[src/rtl/e1_led_sched.sv]
// e1_led_sched: periodic LED frame scheduler for the shared shift-register /
// button-sense interface. It issues one LED frame per refresh tick and turns the
// per-frame button samples into a debounced level, press pulses and long-press pulses.
module e1_led_sched #(
  parameter int REFRESH_LOG2 = 16,
  parameter int LONG_PRESS   = 24
) (
  input  logic        i_clk,
  input  logic        i_rst_n,
  input  logic [15:0] i_led_mode,
  input  logic        i_led_en,
  output logic [7:0]  o_sr_val,
  output logic        o_sr_go,
  input  logic        i_sr_rdy,
  input  logic        i_btn_val,
  input  logic        i_btn_stb,
  output logic        o_btn_state,
  output logic        o_btn_press,
  output logic        o_btn_long,
  output logic        o_frame_ovr
);

  typedef enum logic [1:0] {ST_IDLE, ST_ISSUE, ST_WAIT} state_t;

  localparam logic [REFRESH_LOG2-1:0] TMR_ONE = REFRESH_LOG2'(1);
  localparam logic [7:0]              LP8     = 8'(LONG_PRESS);

  state_t                  r_state;
  logic [REFRESH_LOG2-1:0] r_tmr;
  logic                    r_pend;
  logic                    r_ovr;
  logic [7:0]              r_frame_cnt;
  logic [7:0]              r_sr_val;
  logic                    r_sr_go;
  logic                    r_last;
  logic                    r_btn_state;
  logic                    r_btn_press;
  logic                    r_btn_long;
  logic [7:0]              r_hold;

  logic       w_wrap;
  logic       w_acc;
  logic [7:0] w_frame;
  logic       w_btn_chg;
  logic       w_btn_next;
  logic [7:0] w_hold_inc;

  assign w_wrap     = &r_tmr;
  assign w_acc      = (r_state == ST_ISSUE) & r_sr_go & i_sr_rdy;
  assign w_btn_chg  = i_btn_stb & (i_btn_val == r_last) & (i_btn_val != r_btn_state);
  assign w_btn_next = w_btn_chg ? i_btn_val : r_btn_state;
  assign w_hold_inc = r_hold + 8'd1;

  // Compose the LED frame from the per-LED modes and the current blink phase.
  always_comb begin
    w_frame = '0;
    for (int i = 0; i < 8; i++) begin
      case (i_led_mode[2*i +: 2])
        2'b01:   w_frame[i] = 1'b1;
        2'b10:   w_frame[i] = r_frame_cnt[7];
        2'b11:   w_frame[i] = r_frame_cnt[5];
        default: w_frame[i] = 1'b0;
      endcase
    end
    if (!i_led_en) w_frame = '0;
  end

  // Free-running refresh timer; its wrap is the refresh tick.
  always_ff @(posedge i_clk) begin
    if (!i_rst_n) r_tmr <= '0;
    else          r_tmr <= r_tmr + TMR_ONE;
  end

  // Pending-frame flag and sticky overrun: a tick landing while a frame is
  // already pending or in flight merges into the single pending request.
  always_ff @(posedge i_clk) begin
    if (!i_rst_n) begin
      r_pend <= 1'b1;
      r_ovr  <= 1'b0;
    end else begin
      r_pend <= w_wrap | (r_pend & ~w_acc);
      if (w_wrap & (r_pend | (r_state != ST_IDLE))) r_ovr <= 1'b1;
    end
  end

  // Frame issue FSM: IDLE latches the frame, ISSUE holds it until accepted,
  // WAIT lets the shift cycle finish (signalled by the button strobe).
  always_ff @(posedge i_clk) begin
    if (!i_rst_n) begin
      r_state     <= ST_IDLE;
      r_sr_go     <= 1'b0;
      r_sr_val    <= '0;
      r_frame_cnt <= '0;
    end else begin
      case (r_state)
        ST_IDLE: begin
          if (r_pend) begin
            r_sr_val <= w_frame;
            r_sr_go  <= 1'b1;
            r_state  <= ST_ISSUE;
          end
        end
        ST_ISSUE: begin
          if (w_acc) begin
            r_sr_go     <= 1'b0;
            r_frame_cnt <= r_frame_cnt + 8'd1;
            r_state     <= ST_WAIT;
          end
        end
        ST_WAIT: begin
          if (i_btn_stb) r_state <= ST_IDLE;
        end
        default: r_state <= ST_IDLE;
      endcase
    end
  end

  // Button debounce (two equal samples), press / long-press pulses, hold count.
  always_ff @(posedge i_clk) begin
    if (!i_rst_n) begin
      r_last      <= 1'b0;
      r_btn_state <= 1'b0;
      r_btn_press <= 1'b0;
      r_btn_long  <= 1'b0;
      r_hold      <= '0;
    end else begin
      r_btn_press <= 1'b0;
      r_btn_long  <= 1'b0;
      if (i_btn_stb) begin
        r_last      <= i_btn_val;
        r_btn_state <= w_btn_next;
        if (w_btn_chg & i_btn_val) r_btn_press <= 1'b1;
        if (w_btn_next) begin
          if (r_hold != 8'hFF) begin
            r_hold <= w_hold_inc;
            if (w_hold_inc == LP8) r_btn_long <= 1'b1;
          end
        end else begin
          r_hold <= '0;
        end
      end
    end
  end

  assign o_sr_val    = r_sr_val;
  assign o_sr_go     = r_sr_go;
  assign o_btn_state = r_btn_state;
  assign o_btn_press = r_btn_press;
  assign o_btn_long  = r_btn_long;
  assign o_frame_ovr = r_ovr;

endmodule

[config.mk]
export PLATFORM = sky130hd
export DESIGN_NAME = e1_led_sched
export DESIGN_NICKNAME = d
export VERILOG_FILES = /design/src/rtl/e1_led_sched.sv
export SDC_FILE = /design/constraint.sdc
export NUM_CORES = 1
export LEC_CHECK = 0
export BUFFER_PORTS_ARGS = -buffer_cell sky130_fd_sc_hd__buf_2
export CORE_MARGIN = 10
export CORE_UTILIZATION = 52
export CTS_BUF_LIST = sky130_fd_sc_hd__clkbuf_4
export DETAILED_ROUTE_END_ITERATION = 12
export HOLD_SLACK_MARGIN = 0.12
export PLACE_DENSITY = 0.89
export SYNTH_ARGS = -nofsm -noshare
export SYNTH_HDL_FRONTEND = slang
export SYNTH_SLANG_ARGS = --single-unit
[constraint.sdc]
create_clock -name i_clk -period 1.64 [get_ports i_clk]
set_input_delay 0 -clock i_clk [delete_from_list [all_inputs] [get_ports i_clk]]
set_output_delay 0 -clock i_clk [all_outputs]
set_load 0.01 [all_outputs]
==> reports/summary.txt <==
status -> finished, final reports clean
fin. max-slew vios -> 0
post-synth cell types -> 46
grt total ovfl -> 0
P_sw -> 528 uW
drt pass-1 iters -> 4
P per Cell Area -> 825 mW/mm2
CTS Buf Count -> 5
area share of the largest cell type after synthesis -> 0.434
CTS root buf -> clkbuf_4
synth warn -> 0
prevailing post-synth register cell -> dfxtp_1
RSZ-0062 raised after global routing -> false
Bufs on Longest Clock Path -> 2
WP buf/inv -> 0
Synth area leaders -> dfxtp_1 (43%), xor2_1 (5.4%), a21oi_1 (5.1%), nor2_1 (5.0%), nand2_1 (4.3%)
Max Cap Viol -> 0
dpl hpwl -> 3440 um
Mapped Nets -> 295
ANT nets after route -> 0
row cnt -> 23
Initial Util -> 0.549
worst skew pair latency -> 0.38 ns
Place WS -> 0.104 ns
Critical Path RT -> 1.91 ns
WL per Instance -> 14.0 um
Avg Synthesized Cell Area -> 8.40 um2
CP delay by family, top -> compound AO/OA/AOI/OAI gates
final worst slack -> 0.0986 ns
largest net degree at the start of global routing -> 26
final hold violations -> 0
sequential share of power -> 0.532
DR DRC count -> 0
critical path class -> reg -> reg
Clock transition at path regs -> 0.13 ns
IO Pins -> 35
leakage -> 0.00117 uW
Fin Clk Skew -> 0.0166 ns
n_diodes -> 0
Hold Crit Class -> reg -> reg
first-pass GRT wire length -> 9110 um
initial antenna violation count -> 0
crit-path max FO -> 7
GR Util All Layers -> 0.145
Vias/cell -> 5.56
Post-Synthesis Cells -> 269
Tightest Pin Transition -> 0.389 ns
Final Core Density -> 0.686
Nets -> 351
Post-synth EDFFs -> 0
vias in the first global route -> 1980
Detailed Route Iter0 Violations -> 108
final wirelength -> 5270 um
synthesized cell area -> 0.00226 mm2
sequential fraction of the synthesis area -> 0.434
Worst Setup End Kind -> flip-flop
Slew HR -> 0.734
P_int -> 1800 uW
PortBufs -> 34
GPL Wtd Cong -> 0.892
CTS HTree Levels -> 2
peak supply drop -> 0.000544 V
layout cells sized above 1 -> 0.190
max frequency -> 649 MHz
Switching Share -> 0.227
Die Area -> 0.00739 mm2
CORE AREA -> 0.00412 mm2
largest area contributor in the synthesized netlist -> dfxtp_1
setup tns final -> 0 ns
flop2flop setup slack -> 0.1 ns
Final setup violation count -> 0
CTS tree -> yes
hold slack -> 0.450 ns
Logic pwr share -> 0.092
die height -> 85.9 um
crit path DAT -> 1.81 ns
clock network fraction of design power -> 0.376
crit-path cells -> maj3_1 > a31o_2 > a221o_1
Worst path slowest cell -> maj3_1
clock sinks -> 49
final period utilization -> 0.940
min cycle time layout -> 1.54 ns
routed via count -> 2092
ys async rst share -> 0
Area Growth Syn to Fin -> 24.8%
Largest stage delay, worst path -> 0.42 ns
Startpoint Class -> flip-flop
Horiz. Die Dim -> 85.9 um
FF+latch count, synth -> 49
==> cell usage in the layout (no fill, tap or decap), drive strengths merged, types with 6 or more instances in the layout <==
master,n
a21oi,23
buf,42
dfxtp,49
dlygate4sd3,22
inv,6
nand2,27
nand3,16
nand4,11
nor2,30
nor3,6
o21ai,12
or3,10
xor2,14
==> final cells by class <==
| class | instances | area (um2) |
|---|---|---|
| Inverter | 5 | 18.8 |
| Timing Repair Buffer | 64 | 450 |
| Sequential cell | 49 | 982 |
| Clock inverter | 3 | 68.8 |
| Multi-Input combinational cell | 200 | 1200 |
| Clock buffer | 5 | 37.5 |
| Tap cell | 50 | 62.6 |
| Fill cell | 313 | 1290 |
==> registers in the layout (all words and copies together), names as in the netlist <==
name         count
r_tmr           16
o_sr_val         8
r_frame_cnt      8
r_hold           8
r_state          2
o_btn_long       1
o_btn_press      1
o_btn_state      1
o_frame_ovr      1
o_sr_go          1
r_last           1
r_pend           1
==> timing repair <==
item	in CTS	in global routing
endpoints found under the setup margin	0	3
hold buffers	22	0
hold endpoints to repair	27	0
setup buffers	0	0
resized for setup	0	3
==> per-stage QoR <==
step,total power (uW),area (um2),std cells
finish,2330,2820,376
global route,2420,2820,376
CTS,2340,2810,376
detailed placement,1430,2490,346
global placement,1430,2490,346
floorplan,1360,2260,269
==> worst reg2reg max path, cell delays in order, from the launching register on <==
cell	delay (ns)
dfxtp_1	0.37
maj3_1	0.42
a31o_2	0.31
a221o_1	0.35
==> power groups by stage <==
stage | registers (uW) | logic (uW) | clock network [uW]
6_report | 1240 | 213 | 876
5_1_grt | 1240 | 238 | 939
4_1_cts | 1240 | 207 | 892
3_5_place_dp | 1260 | 168 | 0
3_3_place_gp | 1260 | 166 | 0
2_1_floorplan | 1270 | 96.2 | 0
==> cell families after synthesis <==
kind of cell | after synthesis | synth area share
and+or+nand+nor | 122 | 0.277
AOI/OAI and AO/OA | 50 | 0.132
DFF | 49 | 0.434
buffers and inverters | 20 | 0.0382
xor gates and xnor gates | 19 | 0.0736
adders and majority gates | 5 | 0.0266
muxes | 4 | 0.0188
==> synthesized netlist by cell type, types with 2 or more instances <==
cell type	instances
nor3b_1	2
clkbuf_1	10
inv_1	4
and2_1	4
a21oi_1	23
nand2_1	26
ha_1	4
a211o_1	3
and3_1	4
nand3_1	16
xnor2_1	5
a22o_1	2
a31oi_1	2
and4_1	4
mux2_2	2
nor3_1	6
mux2i_1	2
nor2_1	30
or3_1	9
buf_1	3
o21ai_0	12
dfxtp_1	49
xor2_1	14
nand4_1	11
==> metal layers <==
metal	global-route usage	vias up	wire, um
li1	-	1061	-
met4	0.0344	0	42
met5	0	-	0
met2	0.249	43	2550
met3	0.0426	5	281
met1	0.172	983	2400
==> path summary, 6_finish.rpt <==
| kind | start | end | cells after the start |
|---|---|---|---|
| min reg2reg | r_tmr[0] | r_tmr[0] | 1 |
| min | r_tmr[0] | r_tmr[0] | 1 |
| max | o_btn_state | r_hold[7] | 3 |
| max reg2reg | o_btn_state | r_hold[7] | 3 |
No activity file was read; power rests on OpenSTA's default activity.
